[src/rtl/stack_arbiter.sv]
// stack_arbiter
// Two-port round-robin arbiter in front of a single push/pop stack interface.
// Each requester issues a push or a pop and holds its strobe until it sees a
// one-cycle ACK (with ERR on a rejected or timed-out request). The block
// tracks stack occupancy itself, so pushes when full and pops when empty are
// rejected without touching the stack.
//
// Ports
//   CLK, RST                      clock, asynchronous active-high reset
//   Rn_PUSH_STB / Rn_POP_STB      requester n push / pop request (n = 0, 1)
//   Rn_PUSH_DAT                   requester n push data
//   Rn_POP_DAT                    last word popped for requester n
//   Rn_ACK / Rn_ERR               completion pulse / error flag for requester n
//   S_PUSH_STB, S_PUSH_DAT        push strobe and data to the stack
//   S_PUSH_ACK                    stack push acknowledge
//   S_POP_STB                     pop strobe to the stack
//   S_POP_DAT, S_POP_ACK          stack pop data and acknowledge
//   COUNT, EMPTY, FULL            occupancy and its flags
//   BUSY                          arbiter is not idle
module stack_arbiter #(
    parameter int unsigned DW    = 32,
    parameter int unsigned DEPTH = 16,
    parameter int unsigned TMO   = 15
) (
    input  logic                    CLK,
    input  logic                    RST,
    input  logic                    R0_PUSH_STB,
    input  logic                    R0_POP_STB,
    input  logic [DW-1:0]           R0_PUSH_DAT,
    output logic [DW-1:0]           R0_POP_DAT,
    output logic                    R0_ACK,
    output logic                    R0_ERR,
    input  logic                    R1_PUSH_STB,
    input  logic                    R1_POP_STB,
    input  logic [DW-1:0]           R1_PUSH_DAT,
    output logic [DW-1:0]           R1_POP_DAT,
    output logic                    R1_ACK,
    output logic                    R1_ERR,
    output logic                    S_PUSH_STB,
    output logic [DW-1:0]           S_PUSH_DAT,
    input  logic                    S_PUSH_ACK,
    output logic                    S_POP_STB,
    input  logic [DW-1:0]           S_POP_DAT,
    input  logic                    S_POP_ACK,
    output logic [$clog2(DEPTH):0]  COUNT,
    output logic                    EMPTY,
    output logic                    FULL,
    output logic                    BUSY
);

    localparam int unsigned CW = $clog2(DEPTH) + 1;
    // Wait counter only needs to reach TMO-1; the timeout fires in that cycle.
    localparam int unsigned WW = (TMO > 1) ? $clog2(TMO) : 1;

    typedef enum logic [1:0] {
        IDLE,
        ISSUE,
        RESP
    } state_t;

    state_t          state_q, state_d;
    logic            gnt_q, gnt_d;          // last-granted port, also the active port
    logic            is_push_q, is_push_d;
    logic [WW-1:0]   wait_q, wait_d;
    logic [CW-1:0]   count_q, count_d;
    logic [DW-1:0]   push_dat_q, push_dat_d;
    logic [DW-1:0]   pop_dat0_q, pop_dat0_d;
    logic [DW-1:0]   pop_dat1_q, pop_dat1_d;
    logic            push_stb_q, push_stb_d;
    logic            pop_stb_q, pop_stb_d;
    logic [1:0]      ack_q, ack_d;
    logic [1:0]      err_q, err_d;
    logic            busy_q, busy_d;

    logic            req0, req1;
    logic            sel;
    logic            sel_push, sel_pop;
    logic [DW-1:0]   sel_dat;
    logic            reject;
    logic            ack_hit;
    logic            full_c, empty_c;

    assign req0    = R0_PUSH_STB | R0_POP_STB;
    assign req1    = R1_PUSH_STB | R1_POP_STB;
    assign full_c  = (count_q == CW'(DEPTH));
    assign empty_c = (count_q == '0);

    always_comb begin
        state_d    = state_q;
        gnt_d      = gnt_q;
        is_push_d  = is_push_q;
        wait_d     = wait_q;
        count_d    = count_q;
        push_dat_d = push_dat_q;
        pop_dat0_d = pop_dat0_q;
        pop_dat1_d = pop_dat1_q;
        push_stb_d = 1'b0;
        pop_stb_d  = 1'b0;
        ack_d      = 2'b00;
        err_d      = 2'b00;
        sel        = 1'b0;
        sel_push   = 1'b0;
        sel_pop    = 1'b0;
        sel_dat    = '0;
        reject     = 1'b0;
        ack_hit    = 1'b0;

        unique case (state_q)
            IDLE: begin
                if (req0 || req1) begin
                    // Contention goes to the port that was not granted last.
                    sel      = (req0 && req1) ? ~gnt_q : req1;
                    sel_push = sel ? R1_PUSH_STB : R0_PUSH_STB;
                    sel_pop  = sel ? R1_POP_STB  : R0_POP_STB;
                    sel_dat  = sel ? R1_PUSH_DAT : R0_PUSH_DAT;
                    reject   = (sel_push && sel_pop) || (sel_push && full_c) ||
                               (sel_pop && empty_c);
                    gnt_d     = sel;
                    is_push_d = sel_push;
                    if (reject) begin
                        state_d    = RESP;
                        ack_d[sel] = 1'b1;
                        err_d[sel] = 1'b1;
                    end else begin
                        state_d = ISSUE;
                        wait_d  = '0;
                        if (sel_push) begin
                            push_stb_d = 1'b1;
                            push_dat_d = sel_dat;
                        end else begin
                            pop_stb_d = 1'b1;
                        end
                    end
                end
            end

            ISSUE: begin
                // Only the acknowledge matching the outstanding strobe counts.
                ack_hit = is_push_q ? S_PUSH_ACK : S_POP_ACK;
                if (ack_hit) begin
                    state_d      = RESP;
                    ack_d[gnt_q] = 1'b1;
                    if (is_push_q) begin
                        count_d = count_q + 1'b1;
                    end else begin
                        count_d = count_q - 1'b1;
                        if (gnt_q) begin
                            pop_dat1_d = S_POP_DAT;
                        end else begin
                            pop_dat0_d = S_POP_DAT;
                        end
                    end
                end else if (wait_q == WW'(TMO - 1)) begin
                    state_d      = RESP;
                    ack_d[gnt_q] = 1'b1;
                    err_d[gnt_q] = 1'b1;
                end else begin
                    wait_d     = wait_q + 1'b1;
                    push_stb_d = is_push_q;
                    pop_stb_d  = ~is_push_q;
                end
            end

            RESP: begin
                state_d = IDLE;
            end

            default: begin
                state_d = IDLE;
            end
        endcase

        busy_d = (state_d != IDLE);
    end

    always_ff @(posedge CLK or posedge RST) begin
        if (RST) begin
            state_q    <= IDLE;
            gnt_q      <= 1'b1;  // port 0 wins the first contention
            is_push_q  <= 1'b0;
            wait_q     <= '0;
            count_q    <= '0;
            push_dat_q <= '0;
            pop_dat0_q <= '0;
            pop_dat1_q <= '0;
            push_stb_q <= 1'b0;
            pop_stb_q  <= 1'b0;
            ack_q      <= 2'b00;
            err_q      <= 2'b00;
            busy_q     <= 1'b0;
        end else begin
            state_q    <= state_d;
            gnt_q      <= gnt_d;
            is_push_q  <= is_push_d;
            wait_q     <= wait_d;
            count_q    <= count_d;
            push_dat_q <= push_dat_d;
            pop_dat0_q <= pop_dat0_d;
            pop_dat1_q <= pop_dat1_d;
            push_stb_q <= push_stb_d;
            pop_stb_q  <= pop_stb_d;
            ack_q      <= ack_d;
            err_q      <= err_d;
            busy_q     <= busy_d;
        end
    end

    assign R0_POP_DAT = pop_dat0_q;
    assign R1_POP_DAT = pop_dat1_q;
    assign R0_ACK     = ack_q[0];
    assign R1_ACK     = ack_q[1];
    assign R0_ERR     = err_q[0];
    assign R1_ERR     = err_q[1];
    assign S_PUSH_STB = push_stb_q;
    assign S_PUSH_DAT = push_dat_q;
    assign S_POP_STB  = pop_stb_q;
    assign COUNT      = count_q;
    assign EMPTY      = empty_c;
    assign FULL       = full_c;
    assign BUSY       = busy_q;

endmodule

[config.mk]
export PLATFORM = sky130hd
export DESIGN_NAME = stack_arbiter
export DESIGN_NICKNAME = d
export VERILOG_FILES = /design/src/rtl/stack_arbiter.sv
export SDC_FILE = /design/constraint.sdc
export NUM_CORES = 1
export LEC_CHECK = 0
export CELL_PAD_IN_SITES_DETAIL_PLACEMENT = 0
export CELL_PAD_IN_SITES_GLOBAL_PLACEMENT = 2
export CORE_ASPECT_RATIO = 1.75
export CORE_MARGIN = 8
export CORE_UTILIZATION = 29
export CTS_BUF_LIST = sky130_fd_sc_hd__clkbuf_4 sky130_fd_sc_hd__clkbuf_8 sky130_fd_sc_hd__clkbuf_16
export CTS_CLUSTER_DIAMETER = 30
export DETAILED_ROUTE_END_ITERATION = 12
export PLACE_DENSITY = 0.95
export SLEW_MARGIN = 30
export SYNTH_ARGS = -nofsm -noshare
export SYNTH_HDL_FRONTEND = slang
export SYNTH_SLANG_ARGS = --single-unit
export TNS_END_PERCENT = 10
[constraint.sdc]
create_clock -name CLK -period 12.8 [get_ports CLK]
set_input_delay 3.2 -clock CLK [delete_from_list [all_inputs] [get_ports CLK]]
set_output_delay 3.2 -clock CLK [all_outputs]
set_load 0.02 [all_outputs]
==> results of run 1 <==
[cell families after synthesis]
logic type / Yosys count / share of synthesized area [%]
AOI/OAI and AO/OA: 66 / 9.43
xor gates and xnor gates: 5 / 0.873
and+or+nand+nor: 60 / 5.49
buffers and inverters: 26 / 3.02
adders and majority gates: 6 / 1.65
DFF: 116 / 57.9
muxes: 100 / 21.6
[metal layers]
layer	track usage [%]	vias to the layer above	wire, um
met5	0	-	0
met4	7.83	0	521
met3	3.05	26	726
met2	28.0	116	9180
met1	13.1	1875	5100
li1	-	1791	-
[state kept, by name, summed over array words and instances (netlist names)]
register	flops
gnt_q	1
wait_q	4
S_PUSH_STB	1
is_push_q	1
err_q	2
ack_q	2
state_q	2
COUNT	5
S_PUSH_DAT	32
BUSY	1
S_POP_STB	1
R0_POP_DAT	32
R1_POP_DAT	32
[Yosys cell counts, types with 3 or more instances]
master / n
a21oi_1: 5
and2_1: 3
buf_2: 7
buf_6: 6
clkbuf_1: 4
dfrtp_1: 115
ha_1: 5
inv_1: 8
mux2_2: 66
mux2i_1: 34
nand2_1: 39
nand3_1: 3
nor2_1: 5
o21ai_0: 14
o21ai_1: 8
o21ai_2: 19
xnor2_1: 4
[path summary, 6_finish.rpt]
path                                       startpoint                         end  slack [ps]  depth (start not counted)
min reg2reg                S_PUSH_DAT[15]$_DFFE_PP0P_  S_PUSH_DAT[15]$_DFFE_PP0P_         480                          2
min                        S_PUSH_DAT[15]$_DFFE_PP0P_  S_PUSH_DAT[15]$_DFFE_PP0P_         480                          2
min in group asynchronous                         RST  S_PUSH_DAT[27]$_DFFE_PP0P_        3150                          2
max in group asynchronous                         RST  R0_POP_DAT[14]$_DFFE_PP0P_        8550                          3
max                              COUNT[0]$_DFFE_PP0P_                        FULL        7390                          3
max reg2reg                      state_q[0]$_DFF_PP0_  S_PUSH_DAT[19]$_DFFE_PP0P_       10510                          6
[metrics by stage]
| stage | utilization, % | power (mW) |
|---|---|---|
| 2_1_floorplan | - | 1.20 |
| 3_3_place_gp | 43.4 | 1.66 |
| 3_5_place_dp | 43.4 | 1.69 |
| 4_1_cts | 47.0 | 2.18 |
| 5_1_grt | 47.0 | 2.27 |
| 6_report | 47.0 | 2.15 |
[power groups by stage]
stage	Sequential [mW]	Clock, mW	Combinational [mW]
after floorplan	0.843	0	0.359
after global placement	0.649	0	1.02
after detailed placement	0.658	0	1.04
after CTS	0.652	0.488	1.04
after global routing	0.677	0.505	1.08
final	0.650	0.476	1.02
[worst reg2reg max path, delay by kind of cell (launching register included)]
kind | cells | cell delay, ps
simple gates | 3 | 1080
compound gates | 2 | 340
flops | 1 | 410
buf+inv | 1 | 320
[final cells by class]
type | instances | area, um^2 | share of cell area, %
diodes | 1 | 2.50 | 0.0314
well taps | 227 | 284 | 3.57
clock inverters | 15 | 170 | 2.14
inverters | 8 | 32.5 | 0.409
repair buffers | 217 | 2170 | 27.2
flip-flops and latches | 116 | 2900 | 36.5
multi-input cells | 237 | 1980 | 24.8
clock buffers | 17 | 425 | 5.34
==> flow_summary.toml, run 1 <==
[clock_tree]
cts_tree = "yes"
numCtsBuffers = 17
cts_sinks = 116
insertion_delay_ps = 410
cts_hold_buffers = 0
clk_transition_reported_paths_ps = 50
cts_setup_buffers = 0
cts_buffer_depth = 2
cts-root-buf = "clkbuf_16"
cts_resized = 0
cts-htree-levels = 4

[route]
vias = 3808
wl_per_cell_um = 18.5
wl_um = 15500
drt_iter0_drc = 120
viasPerCell = 4.54
antenna_left = 0
drcViolationCount = 0
drtPass1Iterations = 5

[pwr]
combPwrFrac_pct = 47.5
p_per_area_mw_per_mm2 = 269
power_frac_seq_pct = 30.3
ir_drop_mv = 0.123
sw_frac_of_total_pct = 37.7
pwr-share-clk_pct = 22.2
p_int_mw = 1.34
netSwitchingPower_uw = 808
p_leak_nw = 3.39

[setup_path]
end_kind = "primary output"
cp.arrival_ps = 2210
cp_cell_sequence = "nor4_1 -> and2_1 -> clkdlybuf4s50_1"
worstPathRequired_ps = 9600
crit_path_top_delay_cell = "clkdlybuf4s50_1"
cp_num_buf_inv = 1
critPathMaxFanout = 5
crit_family = "simple AND/OR/NAND/NOR gates"
startpoint_type = "flip-flop"
slowest_delay_ps = 610
path_class = "reg -> out"

[place]
routabilityCongestion = 0.803
dp_slack_ps = 7270
place_area_mm2 = 0.00736
hpwlAfterDp_um = 12100
placed_cells = 805
io_buffers = 213

[floorplan]
core-area_mm2 = 0.0169
rows = 63
die_area_mm2 = 0.0219
start_util_pct = 29.6
dieHeight_um = 190
dieWidth_um = 115
io_pins = 214

[logic_synthesis]
post_synth.cell_area_avg_um2 = 13.2
netlist_instances = 379
async_flop_share_pct = 100
synthTopCellsByArea = "dfrtp_1 (57%), mux2_2 (15%), mux2i_1 (6.8%), o21ai_2 (3.3%), nand2_1 (2.9%)"
synth_seq_cells = 116
netlist_area_mm2 = 0.00501
synth_ff_type = "dfrtp_1"
synth-seq-area-share_pct = 57.9
synth_edf_count = 0
synthDistinctLibCells = 41
yosys.area.top_type = "dfrtp_1"
synth.net_count = 489
netlist.area_leader.share_pct = 57.4
synth_warnings = 0

[sta]
fmax_ghz = 0.185
hold-worst-slack_ps = 478
hold_viol_final = 0
slew_viol_final = 0
fin_ws_ps = 7390
tightest_slew_ps = 866
post-route-min-period_ps = 5410
clock_skew_ps = 8.78
setup_viol = 0
fin_crit_sh_pct = 42.2
rsz0062_at_grt = "no"
fin_setup_tns_ps = 0
maxSlewHeadroom_pct = 42.2

[grt]
grtUsageTotal_pct = 14.3
grt_pass1_wl_um = 23400
gr-total-overflow = 0
grt_antenna_before_repair = 1
grt_max_degree = 85
first_global_vias = 4111

[finish]
drive_gt1_share_pct = 21.1
layout_commonest_cell = "clkdlybuf4s50_1"
nets = 707
area_delta_synth_final_pct = 58.8
mostFrequentLayoutCells = "clkdlybuf4s50_1 (213), dfrtp_1 (115), mux2_2 (66), nand2_1 (39), mux2i_1 (34)"
stdcell_count = 838
final_area_mm2 = 0.00796
fill_cells = 1557

[run]
drv_cap = 0

[worst_hold_path]
worstHoldPathType = "reg -> reg"

[status]
outcome = "finished, final reports clean"
(Power assumes the default switching activity.)
==> inputs of run 2 (changes only) <==
--- a/config.mk
+++ b/config.mk
@@ -9,11 +9,11 @@
 export CELL_PAD_IN_SITES_GLOBAL_PLACEMENT = 2
 export CORE_ASPECT_RATIO = 1.75
 export CORE_MARGIN = 8
-export CORE_UTILIZATION = 29
+export CORE_UTILIZATION = 24
 export CTS_BUF_LIST = sky130_fd_sc_hd__clkbuf_4 sky130_fd_sc_hd__clkbuf_8 sky130_fd_sc_hd__clkbuf_16
 export CTS_CLUSTER_DIAMETER = 30
 export DETAILED_ROUTE_END_ITERATION = 12
-export PLACE_DENSITY = 0.95
+export PLACE_DENSITY = 0.86
 export SLEW_MARGIN = 30
 export SYNTH_ARGS = -nofsm -noshare
 export SYNTH_HDL_FRONTEND = slang
==> constraint.sdc (replaced) <==
create_clock -name CLK -period 4.7 [get_ports CLK]
set_input_delay 1.175 -clock CLK [delete_from_list [all_inputs] [get_ports CLK]]
set_output_delay 1.175 -clock CLK [all_outputs]
set_load 0.02 [all_outputs]
==> run 2 against run 1 <==
Net effect:
- largest cell class unchanged
- global-route usage decreased by 1.5 points
- clock power rose to 2.9 times the previous value
- die area grew 18%
- final area up 1.1%
- worst hold slack worse by 7.5 ps
- non-clock buffer count is 1 higher
- total power rose to 2.8 times the previous value
- worst setup slack worse by 6100 ps
- clock skew fell by 1.3 ps
==> flow_summary.toml, run 2 (synthesized netlist as in run 1, its figures left out) <==
[setup_path]
slowest_delay_ps = 610
cp.arrival_ps = 2230
critPathMaxFanout = 5
crit_family = "simple AND/OR/NAND/NOR gates"
crit_start = "COUNT[0]$_DFFE_PP0P_"
reg2reg_to = "S_PUSH_DAT[28]$_DFFE_PP0P_"
path_class = "reg -> out"
ff2ff_path_depth = 6
r2r-start = "state_q[0]$_DFF_PP0_"
cp_cell_sequence = "nor4_1 -> and2_1 -> clkdlybuf4s50_1"
startpoint_type = "flip-flop"
crit_path_top_delay_cell = "clkdlybuf4s50_1"
cp_num_buf_inv = 1
worstPathRequired_ps = 3520
end_kind = "primary output"
r2r_setup_slack_ps = 2340

[finish]
antennaDiodeCount = 0
mostFrequentLayoutCells = "clkdlybuf4s50_1 (213), dfrtp_1 (115), mux2_2 (66), nand2_1 (39), mux2i_1 (34)"
layout_commonest_cell = "clkdlybuf4s50_1"
fill_cells = 1979
multiInputGateArea_mm2 = 0.00198
stdcell_count = 863
final_area_mm2 = 0.00805
area_delta_synth_final_pct = 60.5
seqCellArea_mm2 = 0.00290
drive_gt1_share_pct = 21.3
nets = 708

[clock_tree]
clk_transition_reported_paths_ps = 60
insertion_delay_ps = 410
cts_hold_buffers = 0
numCtsBuffers = 17
cts_sinks = 116
cts_tree = "yes"
cts-htree-levels = 4
cts_setup_buffers = 0
cts_buffer_depth = 2
cts_resized = 0
cts-root-buf = "clkbuf_16"

[floorplan]
start_util_pct = 24.3
dieWidth_um = 125
io_pins = 214
dieHeight_um = 207
rows = 70
die_area_mm2 = 0.0260
core-area_mm2 = 0.0207

[route]
wl_per_cell_um = 18.9
drcViolationCount = 0
drtPass1Iterations = 4
drt_iter0_drc = 125
vias = 3767
wl_um = 16400
viasPerCell = 4.37
antenna_left = 0

[sta]
clock_skew_ps = 7.47
fmax_ghz = 0.294
fin_crit_sh_pct = 72.4
hold_viol_final = 0
post-route-min-period_ps = 3400
tightest_slew_ps = 908
slew_viol_final = 0
fin_setup_tns_ps = 0
setup_viol = 0
maxSlewHeadroom_pct = 39.4
rsz0062_at_grt = "no"

[pwr]
p_leak_nw = 3.42
p_per_area_mw_per_mm2 = 739
ir_drop_mv = 0.319
p_total_mw = 5.95

[place]
place_area_mm2 = 0.00741
io_buffers = 213
routabilityCongestion = 0.755
hpwlAfterDp_um = 13000
placed_cells = 831

[worst_hold_path]
min_to = "S_PUSH_DAT[15]$_DFFE_PP0P_"
min-delay-start = "S_PUSH_DAT[15]$_DFFE_PP0P_"
worstHoldPathType = "reg -> reg"
hold-path-cell-count = 2

[grt]
grtUsageTotal_pct = 12.9
grt_antenna_before_repair = 0
first_global_vias = 4211
grt_max_degree = 57
gr-total-overflow = 0
grt_pass1_wl_um = 25200

[run]
drv_cap = 0

[status]
outcome = "finished, final reports clean"
[run 2: cell count changes in the layout (fill, tap and decap cells not counted), moves of 2 or more]
cell       change
clkbuf_8       +2
inv_8          -2
bufinv_16      +2
inv_6          -4
[run 2: cell type report]
type	instances	share of cell area (%)
sequential	116	36.1
timing repair buffer	218	27.1
multi-input combinational	237	24.6
clock buffer	20	5.72
tap	252	3.92
clock inverter	12	2.21
inverter	8	0.404
[run 2: per-stage QoR]
stage / setup WS [ps] / hold WS [ps] / util [%]
final: 1300 / 470 / 38.9
after global routing: 1190 / 494 / 38.9
after CTS: 1260 / 477 / 38.9
after detailed placement: 1150 / 465 / 35.9
after global placement: 1230 / 463 / 35.9
after floorplan: 454 / 470 / -
[run 2: worst max path at each step]
stage | to | slack (ps) | depth (start not counted)
CTS | FULL | 1260 | 3
floorplan | BUSY$_DFF_PP0_ | 450 | 1
finish | FULL | 1300 | 3
detailed placement | S_PUSH_DAT[19]$_DFFE_PP0P_ | 1150 | 7
global placement | S_PUSH_DAT[27]$_DFFE_PP0P_ | 1230 | 7
global route | FULL | 1190 | 3
[run 2: routing by layer]
layer | wire length [um] | part of all wire [%] | GRT usage, %
met5 | 0 | 0 | 0
met2 | 9670 | 59 | 25.3
met3 | 731 | 4.5 | 3.52
met4 | 611 | 3.7 | 6.88
met1 | 5340 | 33 | 11.4
[run 2: tightest hold or removal path, cell delays in order (launching register included)]
cell     delay [ps]
dfrtp_1         330
nand2_1          60
o21ai_2          40
[run 2: power breakdown]
| part | leakage (nW) | switching (mW) | total [mW] | internal (mW) |
|---|---|---|---|---|
| Sequential | 1.43 | 0.281 | 1.77 | 1.48 |
| Combinational | 1.69 | 1.43 | 2.80 | 1.37 |
| Clock | 0.302 | 0.459 | 1.38 | 0.921 |
| Total | 3.42 | 2.17 | 5.95 | 3.78 |
